**src/rtl/b11_sym_feeder_if.sv**
```systemverilog
// Bundle between the b11 symbol feeder and its neighbours: serial stream and
// pacing enable in, b11 symbol/strobe and FIFO status out.
interface b11_sym_feeder_if #(
  parameter int unsigned DEPTH = 4
);
  localparam int unsigned LW = $clog2(DEPTH) + 1;

  logic          ser_in;
  logic          ser_valid;
  logic          ser_sync;
  logic          enable;
  logic [5:0]    x_in;
  logic          stbi;
  logic [LW-1:0] fifo_level;
  logic          overflow;

  modport master (
    output ser_in, ser_valid, ser_sync, enable,
    input  x_in, stbi, fifo_level, overflow
  );

  modport slave (
    input  ser_in, ser_valid, ser_sync, enable,
    output x_in, stbi, fifo_level, overflow
  );
endinterface

```
**src/rtl/b11_sym_feeder.sv**
```systemverilog
// Upstream feeder for b11: deserialises LSB-first 6-bit symbols into a FIFO and
// strobes them out on x_in/stbi with an enforced hold gap between strobes.
module b11_sym_feeder #(
  parameter int unsigned DEPTH = 4,
  parameter int unsigned GAP   = 32
) (
  input logic             clock,
  input logic             reset,
  b11_sym_feeder_if.slave bus
);
  localparam int unsigned   PW       = $clog2(DEPTH);
  localparam int unsigned   LW       = $clog2(DEPTH) + 1;
  localparam int unsigned   GW       = $clog2(GAP + 1);
  localparam logic [LW-1:0] LevelMax = LW'(DEPTH);
  localparam logic [GW-1:0] GapLoad  = GW'(GAP - 1);
  localparam logic [GW-1:0] GapOne   = GW'(1);

  typedef enum logic [1:0] {StIdle, StStrobe, StHold} state_e;

  state_e        state_q, state_d;
  logic [GW-1:0] gap_q, gap_d;

  logic [2:0]    bitcnt_q, bitcnt_d;
  logic [5:0]    shreg_q, shreg_d;
  logic          sym_done;

  logic [5:0]    mem_q [DEPTH];
  logic [PW-1:0] wr_ptr_q, rd_ptr_q;
  logic [LW-1:0] level_q, level_d;
  logic          overflow_q;
  logic          push_ok;
  logic          start;

  logic [5:0]    x_in_q, x_in_d;
  logic          stbi_q, stbi_d;

  // Deserialiser: sync wins over an in-flight symbol, but its own bit counts as bit0.
  always_comb begin
    bitcnt_d = bitcnt_q;
    shreg_d  = shreg_q;
    sym_done = 1'b0;
    if (bus.ser_sync) begin
      shreg_d  = {5'd0, bus.ser_in & bus.ser_valid};
      bitcnt_d = bus.ser_valid ? 3'd1 : 3'd0;
    end else if (bus.ser_valid) begin
      for (int i = 0; i < 6; i++) begin
        if (bitcnt_q == 3'(i)) shreg_d[i] = bus.ser_in;
      end
      if (bitcnt_q == 3'd5) begin
        sym_done = 1'b1;
        bitcnt_d = 3'd0;
      end else begin
        bitcnt_d = bitcnt_q + 3'd1;
      end
    end
  end

  // Pop decision uses the registered level, so a fresh symbol never bypasses the FIFO.
  assign start   = (state_q == StIdle) && bus.enable && (level_q != '0);
  assign push_ok = sym_done && ((level_q != LevelMax) || start);

  always_comb begin
    level_d = level_q;
    unique case ({push_ok, start})
      2'b10:   level_d = level_q + 1'b1;
      2'b01:   level_d = level_q - 1'b1;
      default: level_d = level_q;
    endcase
  end

  always_ff @(posedge clock) begin
    if (push_ok) mem_q[wr_ptr_q] <= shreg_d;
  end

  always_ff @(posedge clock or negedge reset) begin
    if (!reset) begin
      bitcnt_q   <= 3'd0;
      shreg_q    <= 6'd0;
      wr_ptr_q   <= '0;
      rd_ptr_q   <= '0;
      level_q    <= '0;
      overflow_q <= 1'b0;
    end else begin
      bitcnt_q <= bitcnt_d;
      shreg_q  <= shreg_d;
      level_q  <= level_d;
      if (push_ok) wr_ptr_q <= wr_ptr_q + 1'b1;
      if (start) rd_ptr_q <= rd_ptr_q + 1'b1;
      if (sym_done && !push_ok) overflow_q <= 1'b1;
    end
  end

  // Output FSM: state register.
  always_ff @(posedge clock or negedge reset) begin
    if (!reset) begin
      state_q <= StIdle;
      gap_q   <= '0;
    end else begin
      state_q <= state_d;
      gap_q   <= gap_d;
    end
  end

  // Output FSM: next state. HOLD leaves on the edge the counter reaches zero.
  always_comb begin
    state_d = state_q;
    gap_d   = gap_q;
    unique case (state_q)
      StIdle: begin
        if (start) state_d = StStrobe;
      end
      StStrobe: begin
        state_d = (GAP > 1) ? StHold : StIdle;
        gap_d   = GapLoad;
      end
      StHold: begin
        if (gap_q <= GapOne) begin
          state_d = StIdle;
          gap_d   = '0;
        end else begin
          gap_d = gap_q - 1'b1;
        end
      end
      default: begin
        state_d = StIdle;
        gap_d   = '0;
      end
    endcase
  end

  // Output FSM: registered outputs; x_in only changes on a strobe.
  always_comb begin
    stbi_d = 1'b1;
    x_in_d = x_in_q;
    if (start) begin
      stbi_d = 1'b0;
      x_in_d = mem_q[rd_ptr_q];
    end
  end

  always_ff @(posedge clock or negedge reset) begin
    if (!reset) begin
      x_in_q <= 6'd0;
      stbi_q <= 1'b1;
    end else begin
      x_in_q <= x_in_d;
      stbi_q <= stbi_d;
    end
  end

  assign bus.x_in       = x_in_q;
  assign bus.stbi       = stbi_q;
  assign bus.fifo_level = level_q;
  assign bus.overflow   = overflow_q;

endmodule

```
**src/flat_wrapper.sv**
```systemverilog
// flat-port wrapper written by rule: the top's interface ports become plain ports
module b11_sym_feeder_flat 
#(
  parameter int unsigned DEPTH = 4,
  parameter int unsigned GAP   = 32
)
  (clock, reset, bus_ser_in, bus_ser_valid, bus_ser_sync, bus_enable, bus_x_in, bus_stbi, bus_fifo_level, bus_overflow);
  b11_sym_feeder_if #(.DEPTH(DEPTH)) bus_i ();
  input logic clock;
  input logic reset;
  input wire logic [$bits(bus_i.ser_in)-1:0] bus_ser_in;
  input wire logic [$bits(bus_i.ser_valid)-1:0] bus_ser_valid;
  input wire logic [$bits(bus_i.ser_sync)-1:0] bus_ser_sync;
  input wire logic [$bits(bus_i.enable)-1:0] bus_enable;
  output wire logic [$bits(bus_i.x_in)-1:0] bus_x_in;
  output wire logic [$bits(bus_i.stbi)-1:0] bus_stbi;
  output wire logic [$bits(bus_i.fifo_level)-1:0] bus_fifo_level;
  output wire logic [$bits(bus_i.overflow)-1:0] bus_overflow;
  assign bus_i.ser_in = bus_ser_in;
  assign bus_i.ser_valid = bus_ser_valid;
  assign bus_i.ser_sync = bus_ser_sync;
  assign bus_i.enable = bus_enable;
  assign bus_x_in = bus_i.x_in;
  assign bus_stbi = bus_i.stbi;
  assign bus_fifo_level = bus_i.fifo_level;
  assign bus_overflow = bus_i.overflow;
  b11_sym_feeder #(.DEPTH(DEPTH), .GAP(GAP)) u_core (.clock(clock), .reset(reset), .bus(bus_i));
endmodule
```
**config.mk**
```make
export PLATFORM = sky130hd
export DESIGN_NAME = b11_sym_feeder_flat
export DESIGN_NICKNAME = d
export VERILOG_FILES = /design/src/rtl/b11_sym_feeder_if.sv /design/src/rtl/b11_sym_feeder.sv /design/src/flat_wrapper.sv
export SDC_FILE = /design/constraint.sdc
export NUM_CORES = 1
export LEC_CHECK = 0
export ABC_AREA = 1
export CORE_MARGIN = 5
export CORE_UTILIZATION = 59
export CTS_BUF_LIST = sky130_fd_sc_hd__clkbuf_8
export CTS_CLUSTER_SIZE = 8
export DETAILED_ROUTE_END_ITERATION = 8
export DONT_BUFFER_PORTS = 1
export PLACE_DENSITY = 0.77
export SLEW_MARGIN = 20
export SYNTH_ARGS = -nofsm -noshare
export SYNTH_HDL_FRONTEND = slang
export SYNTH_SLANG_ARGS = --single-unit
```
**constraint.sdc**
```tcl
create_clock -name clock -period 1.93 [get_ports clock]
set_input_delay 0.386 -clock clock [delete_from_list [all_inputs] [get_ports clock]]
set_output_delay 0.386 -clock clock [all_outputs]
set_load 0.01 [all_outputs]
```
==> impl_metrics.csv <==
group,metric,value,unit
synthesis,synth.cell_area,2660,um^2
global_route,antenna_found_initial,0,
die,die_x,77.2,um
timing,period_needed,1.80,ns
worst_setup_path,path_max_fanout,5,
synthesis,synthesis.instances,251,
timing,relSlewSlack,0.507,
detailed_routing,totalWireLength,4200,um
worst_setup_path,crit_path_start_kind,"flip-flop",
timing,fin_ws,0.132,ns
detailed_routing,vias_per_cell,5.21,
cts,ctsHtreeMaxLevel,2,
timing,setup_viol,0,
pwr,seqPwrFrac,0.458,
cts,path_clk_slew,0.10,ns
layout,final_common_cell,"nor2_1",
placed_design,dpl.cell_count,305,
global_route,grt_pass1_wl,7320,um
timing,worstMarginPinSlew,0.735,ns
layout,nets,283,
placed_design,place_congestion,0.829,
worst_setup_path,max_stage_delay,0.52,ns
placed_design,place_hpwl,3010,um
timing,fin_skew,0.00691,ns
synthesis,synth_nets,270,
cts,tritoncts,"yes",
global_route,gr-total-overflow,0,
pwr,p_sw,1.49,mW
detailed_routing,routedWlPerCell,13.3,um
cts,clk_latency,0.31,ns
detailed_routing,antenna_left,0,
cts,cts_buffers,5,
pwr,power_density,1330,nW/um^2
layout,drive_above_1_share,0.166,
worst_setup_path,critPathCaptureType,"flip-flop",
detailed_routing,drt_iter0_markers,135,
pwr,leakagePower,1.25,nW
die,coreArea,4350,um^2
detailed_routing,route.met2.wl,1910,um
worst_setup_path,crit_top_cell,"nand2_4",
job,cap_viol_max_count,0,
timing,slew_violations,0,
layout,n_antenna_cell,0,
worst_setup_path,crit_type,"reg -> reg",
synthesis,postSynthAreaPerCell,10.6,um^2
cts,cts_sinks,56,
synthesis,yosysSeqAreaShare,0.572,
timing,period_share,0.932,
pwr,p_clk_frac,0.173,
worst_setup_path,crit_chain,"inv_2 > ha_2 > nand2_2 > clkinv_2 > nand2_4 > inv_6 > nand2_4 > fa_2 > inv_1 > nand2_1 > o21ai_1",
pwr,ir_drop,852,uV
die,start_util,0.611,
pwr,sw_frac_of_total,0.390,
worst_setup_path,crit_slowest_cell,"fa_2",
layout,final_cell_mix,"nor2_1, dfrtp_1, inv_1",
detailed_routing,top_layer,"met4",
worst_setup_path,crit_required,2.13,ns
detailed_routing,wl_met1,1970,um
die,fp.dieH,77.2,um
timing,hold_viol,0,
synthesis,yosysUniqueCellTypes,37,
detailed_routing,vias,1652,
pwr,combPwrFrac,0.369,
die,die_area,5960,um^2
die,ios,17,
synthesis,yosysWarningCount,0,
cts,clock_path_buffers,2,
detailed_routing,drtPass1Iterations,5,
placed_design,place_ws,0.0382,ns
timing,holdWs,0.119,ns
die,fp-row-count,24,
layout,post-route-util,0.663,
status,outcome,"finished clean",
layout,syn_to_final_growth,8.36,%
timing,fmax,0.556,GHz
worst_setup_path,arrival,2.00,ns
global_route,grt_max_degree,33,
global_route,gr-usage-all-layers,0.155,
min_path,hold_path.class,"in -> reg",
detailed_routing,post-route-drc-count,0,
detailed_routing,wl_met3,258,um
placed_design,port_buffers,0,
pwr,p_int,2.33,mW
layout,fin_cells,317,
global_route,grt_pass1_vias,1505,
cts,cts-root-buf,"clkbuf_8",
synthesis,synth-seq-cells,56,
[power groups by stage]
stage                     registers [mW]  clock network [mW]  logic, mW
final                               1.75               0.660       1.41
after global routing                1.79               0.762       1.62
after CTS                           1.76               0.680       1.38
after detailed placement            1.78                   0       1.36
after global placement              1.77                   0       1.32
after floorplan                     1.70                   0       1.16
[area by class of cell]
type,count,area (um^2)
flip-flops and latches,56,1520
fillers,328,1470
multi-input cells,156,973
inverters,35,138
repair buffers,10,90.1
clock buffers,5,68.8
well taps,52,65.1
clock inverters,3,27.5
[cell usage after synthesis]
library cell,number,area [um^2]
a31oi_2,3,37.5
dfrtp_1,31,776
nand3_2,2,20.0
nand3_1,7,35.0
nand2_4,2,22.5
clkinv_2,1,5.00
a21oi_1,10,50.1
nand2_2,5,31.3
o21ai_0,17,85.1
o32ai_1,1,8.76
o211ai_1,4,30.0
nand2_1,20,75.1
nor2_1,44,165
buf_2,2,10.0
clkinv_1,2,7.51
fa_1,1,20.0
clkbuf_1,1,3.75
o21ai_2,1,8.76
o31ai_1,1,7.51
dfstp_2,1,26.3
o21bai_1,1,7.51
edfxtp_1,24,721
o21ai_4,1,16.3
a31oi_1,3,18.8
a311oi_1,3,26.3
nor2_2,5,31.3
nor3_4,1,16.3
buf_12,1,20.0
xor2_1,6,52.6
xnor2_1,1,8.76
inv_1,31,116
inv_6,1,8.76
o211a_1,1,10.0
ha_1,12,150
o21ai_1,1,5.00
xor2_2,1,16.3
nand4_1,2,12.5
[per-stage QoR]
stage	area [um^2]	setup TNS [ns]	total power, mW
2_1_floorplan	2660	0	2.86
3_3_place_gp	2740	0	3.09
3_5_place_dp	2740	0	3.14
4_1_cts	2870	0	3.82
5_1_grt	2890	-0.00538	4.17
6_report	2890	0	3.83
[path summary, 6_finish.rpt]
path	startpoint	end	slack (ns)	depth (start not counted)
worst min-delay path	bus_ser_sync	u_core.bitcnt_q[1]	0.12	1
worst max-delay path	u_core.state_q[0]	u_core.bus.fifo_level[1]	0.13	11
min in group asynchronous	reset	u_core.wr_ptr_q[0]	0.50	2
worst max register to register	u_core.state_q[0]	u_core.bus.fifo_level[1]	0.13	11
max in group asynchronous	reset	u_core.bus.stbi	1.19	2
worst min register to register	u_core.gap_q[1]	u_core.gap_q[1]	0.54	2
[logic make-up after synthesis]
family | Yosys count | synth area share
and+or+nand+nor | 88 | 0.154
DFF | 56 | 0.572
AOI/OAI and AO/OA | 47 | 0.117
buffers and inverters | 39 | 0.0644
adders and majority gates | 13 | 0.0639
xor gates and xnor gates | 8 | 0.0291
[critical path, delay by kind of cell (launching register included)]
family	cells	cell delay, ns
adders and majority gates	2	0.71
DFF	1	0.43
buffers and inverters	4	0.27
and+or+nand+nor	4	0.24
AOI/OAI and AO/OA	1	0.05
[layer usage]
layer  vias up  global-route usage
met1       747               0.214
met2        42               0.234
met5         -                   0
li1        857                   -
met4         0              0.0464
met3         6              0.0504
[sequential cells by signal, summed over array words and instances (netlist names), 2 cells and up]
signal	count
u_core.shreg_q	6
u_core.mem_q	24
u_core.gap_q	6
u_core.bus.x_in	6
u_core.wr_ptr_q	2
u_core.bitcnt_q	3
u_core.state_q	2
u_core.rd_ptr_q	2
u_core.bus.fifo_level	3
[timing repair]
action,CTS,global route
resized for setup,0,3
endpoints found under the hold margin,32,0
setup buffers,0,2
setup endpoints to repair,0,7
hold buffers,2,0
No activity file was read; power rests on OpenSTA's default activity.
